===== config.mk =====
export PLATFORM = sky130hd
export DESIGN_NAME = fir_decim_out_flat
export DESIGN_NICKNAME = d
export VERILOG_FILES = /design/src/rtl/fir_pkg.sv /design/src/rtl/fir_decim_out_if.sv /design/src/rtl/sync_fifo.sv /design/src/rtl/fir_decim_out.sv /design/src/flat_wrapper.sv
export SDC_FILE = /design/constraint.sdc
export NUM_CORES = 1
export LEC_CHECK = 0
export BUFFER_PORTS_ARGS = -buffer_cell sky130_fd_sc_hd__buf_2
export CORE_ASPECT_RATIO = 1.4
export CORE_MARGIN = 5
export CORE_UTILIZATION = 53
export CTS_CLUSTER_DIAMETER = 150
export DETAILED_ROUTE_END_ITERATION = 10
export GPL_ROUTABILITY_DRIVEN = 0
export GPL_TIMING_DRIVEN = 1
export PLACE_DENSITY = 0.77
export SLEW_MARGIN = 20
export SYNTH_ARGS = -nofsm -noshare
export SYNTH_HDL_FRONTEND = slang
export SYNTH_HIERARCHICAL = 1
export SYNTH_SLANG_ARGS = --single-unit
export TNS_END_PERCENT = 100

===== constraint.sdc =====
create_clock -name clk -period 2.4 [get_ports clk]
set_input_delay 0.48 -clock clk [delete_from_list [all_inputs] [get_ports clk]]
set_output_delay 0.48 -clock clk [all_outputs]
set_load 0.01 [all_outputs]

===== src/rtl/fir_pkg.sv =====
// Shared constants for the moving-average filter chain and its output stage.
// Latency: n/a (declarations and a combinational helper only).
// Backpressure: n/a.
package fir_pkg;

    // Sample width used by the filter and the output stage.
    localparam int SAMPLE_W       = 16;
    // The filter scales its output by 2^SCALE_SHIFT (128).
    localparam int SCALE_SHIFT    = 7;
    // Width of the saturating dropped-sample counter.
    localparam int DROP_CNT_W     = 8;
    // Default decimation ratio and output FIFO depth.
    localparam int DECIM_DEF      = 4;
    localparam int FIFO_DEPTH_DEF = 4;

    // Round-half-up removal of the filter scale. The sum is one bit wider
    // than the sample so that values near full scale do not wrap.
    function automatic logic [SAMPLE_W-1:0] descale_round(input logic [SAMPLE_W-1:0] x);
        logic [SAMPLE_W:0] sum;
        sum = {1'b0, x} + ((SAMPLE_W+1)'(1) << (SCALE_SHIFT - 1));
        return SAMPLE_W'(sum >> SCALE_SHIFT);
    endfunction

endpackage


===== src/rtl/fir_decim_out_if.sv =====
// Valid/ready stream carrying descaled, decimated samples to the consumer.
// Latency: n/a (wires only).
// Backpressure: consumer holds out_ready low; producer keeps out_data stable.
interface fir_decim_out_if import fir_pkg::*; #(
    parameter int N = SAMPLE_W
);
    logic [N-1:0] out_data;
    logic         out_valid;
    logic         out_ready;

    modport master (output out_data, output out_valid, input out_ready);
    modport slave  (input out_data, input out_valid, output out_ready);
endinterface


===== src/rtl/sync_fifo.sv =====
// Generic register-array FIFO with push/pop, full flag and occupancy count.
// Latency: 1 clk from push edge to data visible at the head (no bypass).
// Backpressure: push at full is ignored unless a pop happens on the same edge.
module sync_fifo #(
    parameter int W     = 16,
    parameter int DEPTH = 4,
    localparam int AW   = $clog2(DEPTH)
) (
    input  logic         clk,
    input  logic         reset,
    input  logic         push,
    input  logic [W-1:0] wdata,
    input  logic         pop,
    output logic [W-1:0] rdata,
    output logic         full,
    output logic [AW:0]  count
);

    logic [W-1:0]  mem [DEPTH];
    logic [AW-1:0] wr_ptr;
    logic [AW-1:0] rd_ptr;
    logic          empty;
    logic          do_push;
    logic          do_pop;

    assign empty   = (count == '0);
    assign full    = (count == (AW+1)'(DEPTH));
    assign do_pop  = pop && !empty;
    // A pop on the same edge frees the slot the push needs, so full+pop is legal.
    assign do_push = push && (!full || do_pop);

    // Pointer and occupancy tracking; DEPTH is a power of two so pointers wrap naturally.
    always_ff @(posedge clk) begin
        if (reset) begin
            wr_ptr <= '0;
            rd_ptr <= '0;
            count  <= '0;
        end else begin
            if (do_push) wr_ptr <= wr_ptr + AW'(1);
            if (do_pop)  rd_ptr <= rd_ptr + AW'(1);
            count <= count + (AW+1)'(do_push) - (AW+1)'(do_pop);
        end
    end

    // Storage write; contents need no reset because the head is masked when empty.
    always_ff @(posedge clk) begin
        if (do_push) mem[wr_ptr] <= wdata;
    end

    assign rdata = empty ? '0 : mem[rd_ptr];

endmodule


===== src/rtl/fir_decim_out.sv =====
// Descales filter output (round-half-up), decimates by DECIM, buffers in a FIFO.
// Latency: 1 clk from the kept sample's edge to out_valid.
// Backpressure: out_ready low fills the FIFO; kept samples arriving at full are dropped and counted.
module fir_decim_out import fir_pkg::*; #(
    parameter int N     = SAMPLE_W,
    parameter int SHIFT = SCALE_SHIFT,
    parameter int DECIM = DECIM_DEF,
    parameter int DEPTH = FIFO_DEPTH_DEF
) (
    input  logic                  clk,
    input  logic                  reset,
    input  logic [N-1:0]          filtered_scaled,
    input  logic                  sample_en,
    fir_decim_out_if.master       dout,
    output logic                  overflow,
    output logic [DROP_CNT_W-1:0] drop_count,
    input  logic                  clear_ovf
);

    localparam int PW = (DECIM > 1) ? $clog2(DECIM) : 1;
    localparam int CW = $clog2(DEPTH) + 1;

    logic [N:0]    sum;
    logic [N-1:0]  descaled;
    logic [PW-1:0] phase;
    logic          keep;
    logic          pop;
    logic          drop;
    logic          fifo_full;
    logic [CW-1:0] fifo_count;
    logic [N-1:0]  fifo_rdata;

    // Round-half-up descale in N+1 bits so full-scale input cannot wrap.
    assign sum      = {1'b0, filtered_scaled} + ((N+1)'(1) << (SHIFT - 1));
    assign descaled = N'(sum >> SHIFT);

    assign keep = sample_en && (phase == '0);
    assign pop  = dout.out_valid && dout.out_ready;
    assign drop = keep && fifo_full && !pop;

    // Decimation phase advances only on enabled samples; with DECIM=1 it stays at zero.
    always_ff @(posedge clk) begin
        if (reset) begin
            phase <= '0;
        end else if (sample_en) begin
            phase <= (phase == PW'(DECIM - 1)) ? '0 : phase + PW'(1);
        end
    end

    // Sticky overflow and saturating drop counter; a drop beats a simultaneous clear.
    always_ff @(posedge clk) begin
        if (reset) begin
            overflow   <= 1'b0;
            drop_count <= '0;
        end else if (drop) begin
            overflow <= 1'b1;
            if (clear_ovf)
                drop_count <= DROP_CNT_W'(1);
            else if (drop_count != '1)
                drop_count <= drop_count + DROP_CNT_W'(1);
        end else if (clear_ovf) begin
            overflow   <= 1'b0;
            drop_count <= '0;
        end
    end

    sync_fifo #(
        .W     (N),
        .DEPTH (DEPTH)
    ) u_fifo (
        .clk   (clk),
        .reset (reset),
        .push  (keep),
        .wdata (descaled),
        .pop   (pop),
        .rdata (fifo_rdata),
        .full  (fifo_full),
        .count (fifo_count)
    );

    assign dout.out_valid = (fifo_count != '0);
    assign dout.out_data  = fifo_rdata;

endmodule


===== src/flat_wrapper.sv =====
// flat-port wrapper written by rule: the top's interface ports become plain ports
module fir_decim_out_flat import fir_pkg::*;
#(
    parameter int N     = SAMPLE_W,
    parameter int SHIFT = SCALE_SHIFT,
    parameter int DECIM = DECIM_DEF,
    parameter int DEPTH = FIFO_DEPTH_DEF
)
  (clk, reset, filtered_scaled, sample_en, overflow, drop_count, clear_ovf, dout_out_data, dout_out_valid, dout_out_ready);
  fir_decim_out_if #(.N(N)) dout_i ();
  input  logic clk;
  input  logic reset;
  input  logic [N-1:0] filtered_scaled;
  input  logic sample_en;
  output logic overflow;
  output logic [DROP_CNT_W-1:0] drop_count;
  input  logic clear_ovf;
  output wire logic [$bits(dout_i.out_data)-1:0] dout_out_data;
  output wire logic [$bits(dout_i.out_valid)-1:0] dout_out_valid;
  input wire logic [$bits(dout_i.out_ready)-1:0] dout_out_ready;
  assign dout_out_data = dout_i.out_data;
  assign dout_out_valid = dout_i.out_valid;
  assign dout_i.out_ready = dout_out_ready;
  fir_decim_out #(.N(N), .SHIFT(SHIFT), .DECIM(DECIM), .DEPTH(DEPTH)) u_core (.clk(clk), .reset(reset), .filtered_scaled(filtered_scaled), .sample_en(sample_en), .dout(dout_i), .overflow(overflow), .drop_count(drop_count), .clear_ovf(clear_ovf));
endmodule

* Word level (Yosys, flattened, before mapping)
Memory sizes are Yosys's and may differ from the RTL's. A register that Yosys moved wholly into a read port is not among the register bits. Index checks and enable logic that the tools add are counted.
Word-level totals: flip-flop bits (word level) 18, bits in latches 0, bits in writable memories 40, ROM bits 0, input port bits 21, output and inout port bits 26, memories kept 1
Cells by class: $add $sub $neg 7, $mul 0, divide/modulo/power cells 0, $lt $le $gt $ge 0, equal/unequal tests 3, shift-type cells 0, multiplexer cells 12, bitwise logic cells 0, reductions and logical operators 16
Memories:
- u_core.u_fifo.mem | words 4, width 10, read ports 1, clocked after memory_dff 1, write ports 1, RTL line sync_fifo.sv:19 | logic [W-1:0] mem [DEPTH];
Operators with widths (number):
- two-way mux 8 bit | 4
- adder 16 x 7 -> 17 bit, second input constant | 1
- two-way mux 16 bit | 1
- adder 8 x 1 -> 8 bit, second input constant | 1
- != test 8 bit, second input constant | 1
- adder 2 x 1 -> 2 bit, second input constant | 3
- logical AND 1 bit | 6
- two-way mux 2 bit | 3
- two-way mux 1 bit | 4
- nonzero test 2 bit | 2
- adder 3 x 1 -> 3 bit | 1
- equality test 3 bit, second input constant | 1
- logical NOT 1 bit | 3
- logical NOT 3 bit | 1
- nonzero test 3 bit | 1
- subtractor 3 x 1 -> 3 bit | 1
- equality test 2 bit, second input constant | 1
- logical NOT 2 bit | 1
- AND reduction 2 bit | 1
- logical OR 1 bit | 1

* Longest topological paths before layout
depth after elaboration 7, depth in mapped cells 10, mapped depth without buffers 10

* By module
Netlist, hierarchy kept.
Modules (own cells, without submodules):
- sync_fifo | times used 1, cells an instance 149, area an instance 2939.1 µm², seq. area each 2102.0 µm²
- fir_decim_out | times used 1, cells an instance 89, area an instance 720.7 µm², seq. area each 220.2 µm²

* Worst setup path after synthesis
No wires, ideal clock.
kind register to register, from register u_core.u_fifo.count[1], to register u_core.u_fifo.count[2], setup time 0.126 ns, data arrival time 2.133 ns, slack 0.141 ns, cell stages (with the launch flop) 10, buffers on the path 0, clock period less this slack 2.259 ns, path through dfxtp_1 > o31a_1 > o31ai_1 > or2_2 > a21bo_2 > ha_1 > fa_1 > xnor2_1 > xnor2_1 > nor2_1
Between the ends: cells in the longest elaborated chain, start to end 7
Ends and longest elaborated chain:
- start: declaration | RTL line sync_fifo.sv:16 | output logic [AW:0] count
- start signal: assignment | RTL line sync_fifo.sv:41 | count <= count + (AW+1)'(do_push) - (AW+1)'(do_pop);
- nonzero test 3 bit (*) | RTL line fir_decim_out.sv:81 | assign dout.out_valid = (fifo_count != '0);
- logical AND 1 bit (*) | RTL line fir_decim_out.sv:38 | assign pop = dout.out_valid && dout.out_ready;
- via u_core.pop | RTL line fir_decim_out.sv:27 | logic pop;
- logical AND 1 bit (*) | RTL line sync_fifo.sv:28 | assign do_pop = pop && !empty;
- logical OR 1 bit | RTL line sync_fifo.sv:30 | assign do_push = push && (!full || do_pop);
- logical AND 1 bit | RTL line sync_fifo.sv:30
- adder 3 x 1 -> 3 bit | RTL line sync_fifo.sv:41
- subtractor 3 x 1 -> 3 bit (*) | RTL line sync_fifo.sv:41
Mark *: on every way through the listed nets, which the timed path passes. The rest lies on a longest branch. A chain may end at the register's enable or synchronous reset.

* Worst setup path after layout
from register u_core.phase[0], to register u_core.u_fifo.count[2]
Between the ends: cells in the longest elaborated chain, start to end 5
Ends and longest elaborated chain:
- start: declaration | RTL line fir_decim_out.sv:25 | logic [PW-1:0] phase;
- start signal: assignment | RTL line fir_decim_out.sv:46 | phase <= (phase == PW'(DECIM - 1)) ? '0 : phase + PW'(1);
- logical NOT 2 bit | RTL line fir_decim_out.sv:37 | assign keep = sample_en && (phase == '0);
- logical AND 1 bit | RTL line fir_decim_out.sv:37
- via u_core.keep | RTL line fir_decim_out.sv:26 | logic keep;
- logical AND 1 bit | RTL line sync_fifo.sv:30
- adder 3 x 1 -> 3 bit | RTL line sync_fifo.sv:41
- subtractor 3 x 1 -> 3 bit | RTL line sync_fifo.sv:41
The timed path passes the listed nets, and every way through them passes these cells.

==> summary.txt <==
Synth
  • Seq/Total Area, Yosys: 63.5%
  • Post-synthesis cell area: 3660 sq um
  • Mux share of post-synthesis cell area: 11.9%
  • Number of synthesized register bits: 84
  • Largest family of logic cells by synthesized area: simple AND/OR/NAND/NOR gates
  • Synth Warn #: 6
  • Asr flop ratio synth: 0%
  • Cells after Synth: 238
  • Simple-Gate Fraction of Synth Area: 12.3%
  • Leading area contributor after synthesis: edfxtp_1
  • Synth Area in Compound Gates: 3.52%
  • Number of distinct library cells after synthesis: 46
  • Top cell type's share of synthesized area: 52.5%
  • Synth top area cells: edfxtp_1 (53%), dfxtp_1 (11%), mux4_2 (6.2%)
  • Commonest register cell after synthesis: edfxtp_1
  • Avg Cell Area, Syn: 15.4 sq um
  • Post-synthesis adder-cell area fraction: 3.62%
  • Post-synth EDFFs: 64
  • Xor/xnor share of the synthesized area: 2.63%

Global route
  • Number of global-route vias before repair: 2160
  • Largest net degree at the start of global routing: 19
  • Initial antenna violation count: 0
  • First-pass GRT wire length: 10.3 mm
  • Tot GR Track Use: 16.1%
  • Total grt overflow: 0

Drt
  • Via Count: 2086
  • DR DRC count: 0
  • Drt pass-1 iters: 4
  • Final ANT Viol Nets: 0
  • DRT iter0 DRCs: 110
  • Routed WL: 6.20 mm
  • DR WL/cell: 15.0 microns
  • Via density: 5.05

Clock tree
  • CTS HTree Levels: 3
  • Clk pin slew, worst setup/hold paths: 0.07 ns
  • CTS tree: yes
  • Clk sink count: 84
  • Worst skew pair latency: 0.35 ns
  • Root Buffer: clkbuf_8
  • TritonCTS Buffers: 9
  • CTS Buffer Depth: 2

Critical path
  • WS Path Type: reg2reg
  • Worst Path Arrival: 2.47 ns
  • CP Launch Type: flop
  • R2r endpoint: u_core/u_fifo/count[2]
  • Critical Path End Type: flop
  • Flop-to-flop setup slack: 0.15 ns
  • Worst EP required: 2.62 ns
  • Worst r2r path cells: 10
  • Peak fanout along the critical path: 7
  • Reg-to-Reg Start: u_core/phase[0]

STA
  • Highest clock rate: 445 MHz
  • Final Max Tran Viols: 0
  • Endpoints failing hold: 0
  • Fin crit period: 2.25 ns
  • Post-route setup TNS: 0 ns
  • Clock Skew: 0.0118 ns
  • Tcrit/Tclk final: 93.7%
  • Unrepaired setup endpoints after global routing: no
  • Endpoints failing setup: 0

Min path
  • Worst Hold Endpoint: u_core/phase[0]
  • Hold path cells: 3
  • Hold Crit Class: in2reg
  • Critical hold path startpoint: sample_en

Finish
  • Antenna cells: 0
  • Commonest non-fill, non-tap cells in the layout: edfxtp_1 (64), buf_2 (40), conb_1 (24), dfxtp_1 (18), nor2_1 (15)
  • Share of cells above drive strength 1: 26.5%
  • Commonest non-fill, non-tap cell in the layout: edfxtp_1
  • Fillers: 515
  • Nets: 347
  • Post-Layout Inst Area: 4350 sq um
  • Synthesis-to-layout area growth: 18.7%
  • Area of the multi-input gates: 1340 sq um
  • Reg area: 2320 sq um

Placed design
  • Area of placed instances: 4120 sq um
  • Dpl hpwl: 4.26 mm
  • Port bufs: 40

Floorplanning
  • Row cnt: 35
  • DIE WIDTH: 80.2 microns
  • Core area: 6660 sq um
  • Die height: 108 microns
  • IO Count: 47
  • Initial Util: 55.0%
  • Die Footprint: 8690 sq um

Run status
  • Status: completed

Power
  • Pwr/cell area: 883 nW/um^2
  • VDD IR max: 956 uV
  • Static Leak: 1.67 nW

Job
  • Max Cap Violations: 0
cells by family (layout without fill, tap and decap cells):
family	after synthesis	count (layout)
fa+ha+maj	10	10
buf+inv	17	77
other cells	1	24
flops	84	84
mux	21	21
simple gates	77	77
compound gates	17	17
xor+xnor	11	11
state kept, by name, indices dropped and copies added (netlist names), named ones only:
| signal | cells |
|---|---|
| u_core/u_fifo/count | 3 |
| u_core/overflow | 1 |
| u_core/u_fifo/rd_ptr | 2 |
| u_core/drop_count | 8 |
| u_core/phase | 2 |
| u_core/u_fifo/mem | 64 |
| u_core/u_fifo/wr_ptr | 2 |
layer usage:
| layer | GRT usage [%] | vias up | part of all wire, % |
|---|---|---|---|
| li1 | - | 1031 | - |
| met3 | 5.33 | 8 | 5.9 |
| met4 | 6.16 | 0 | 1.7 |
| met1 | 17.9 | 1007 | 39 |
| met2 | 28.1 | 40 | 54 |
| met5 | 0 | - | 0 |
synth_stat cells (2+ instances only):
library cell / number
o41ai_1: 2
a21oi_1: 4
nor2b_1: 7
or3_1: 4
and4_1: 3
nand2_1: 6
edfxtp_1: 64
clkbuf_1: 2
dfxtp_1: 20
xnor2_1: 6
xor2_1: 5
inv_1: 10
and3_1: 4
mux4_1: 6
o311ai_1: 2
ha_1: 9
nor3_1: 3
and2b_1: 11
mux4_2: 10
buf_2: 3
nand3_1: 8
nor3_2: 2
nand2b_1: 3
and2_1: 5
mux2i_1: 4
nor2_1: 15
report_power, final:
part           internal [mW]  leakage [nW]  switching, mW
sequential              1.69         0.745         0.0638
combinational          0.553         0.816          0.512
clock                  0.543         0.105          0.471
total                   2.79          1.67           1.05
worst max-delay path by stage:
stage	start	to	slack [ns]
3_5_place_dp	u_core/phase[0]	u_core/u_fifo/count[2]	0.13
6_report	u_core/phase[0]	u_core/u_fifo/count[2]	0.15
5_1_grt	u_core/u_fifo/count[2]	u_core/u_fifo/count[2]	0.01
2_1_floorplan	u_core/u_fifo/count[1]	u_core/u_fifo/count[2]	0.14
4_1_cts	flop	dout_out_data[3]	0.11
3_3_place_gp	dout_out_ready	u_core/u_fifo/count[2]	0.18
critical path, stage by stage, from the launching register on:
cell,delay [ns]
dfxtp_2,0.35
inv_1,0.05
ha_1,0.20
and2_1,0.17
a21boi_2,0.20
a21bo_2,0.23
ha_1,0.18
fa_1,0.41
xnor2_2,0.16
xnor2_1,0.14
nor2_1,0.05
area by class of cell:
cell class / count / area share, %
Sequential cell: 84 / 53.5
Multi-Input combinational cell: 160 / 30.9
Timing Repair Buffer: 51 / 7.37
Clock buffer: 12 / 3.60
Tap cell: 92 / 2.65
Clock inverter: 4 / 1.12
Inverter: 10 / 0.864
timing repair:
item                                    4_1_cts  5_1_grt
hold buffers                                  0        0
endpoints found under the setup margin        0        1
buffers inserted                              0        1
gates resized for setup                       0        4
through the flow:
step	total power [mW]	hold WS (ns)	instances	setup slack (ns)	util (%)
3_3_place_gp	2.83	0.457	396	0.176	61.9
4_1_cts	3.88	0.441	412	0.114	65.0
5_1_grt	4.07	0.451	413	0.0113	65.3
3_5_place_dp	2.86	0.474	396	0.131	61.9
2_1_floorplan	2.49	0.459	261	0.141	-
6_report	3.84	0.458	413	0.151	65.3
Power figures use the tool's default switching activity.
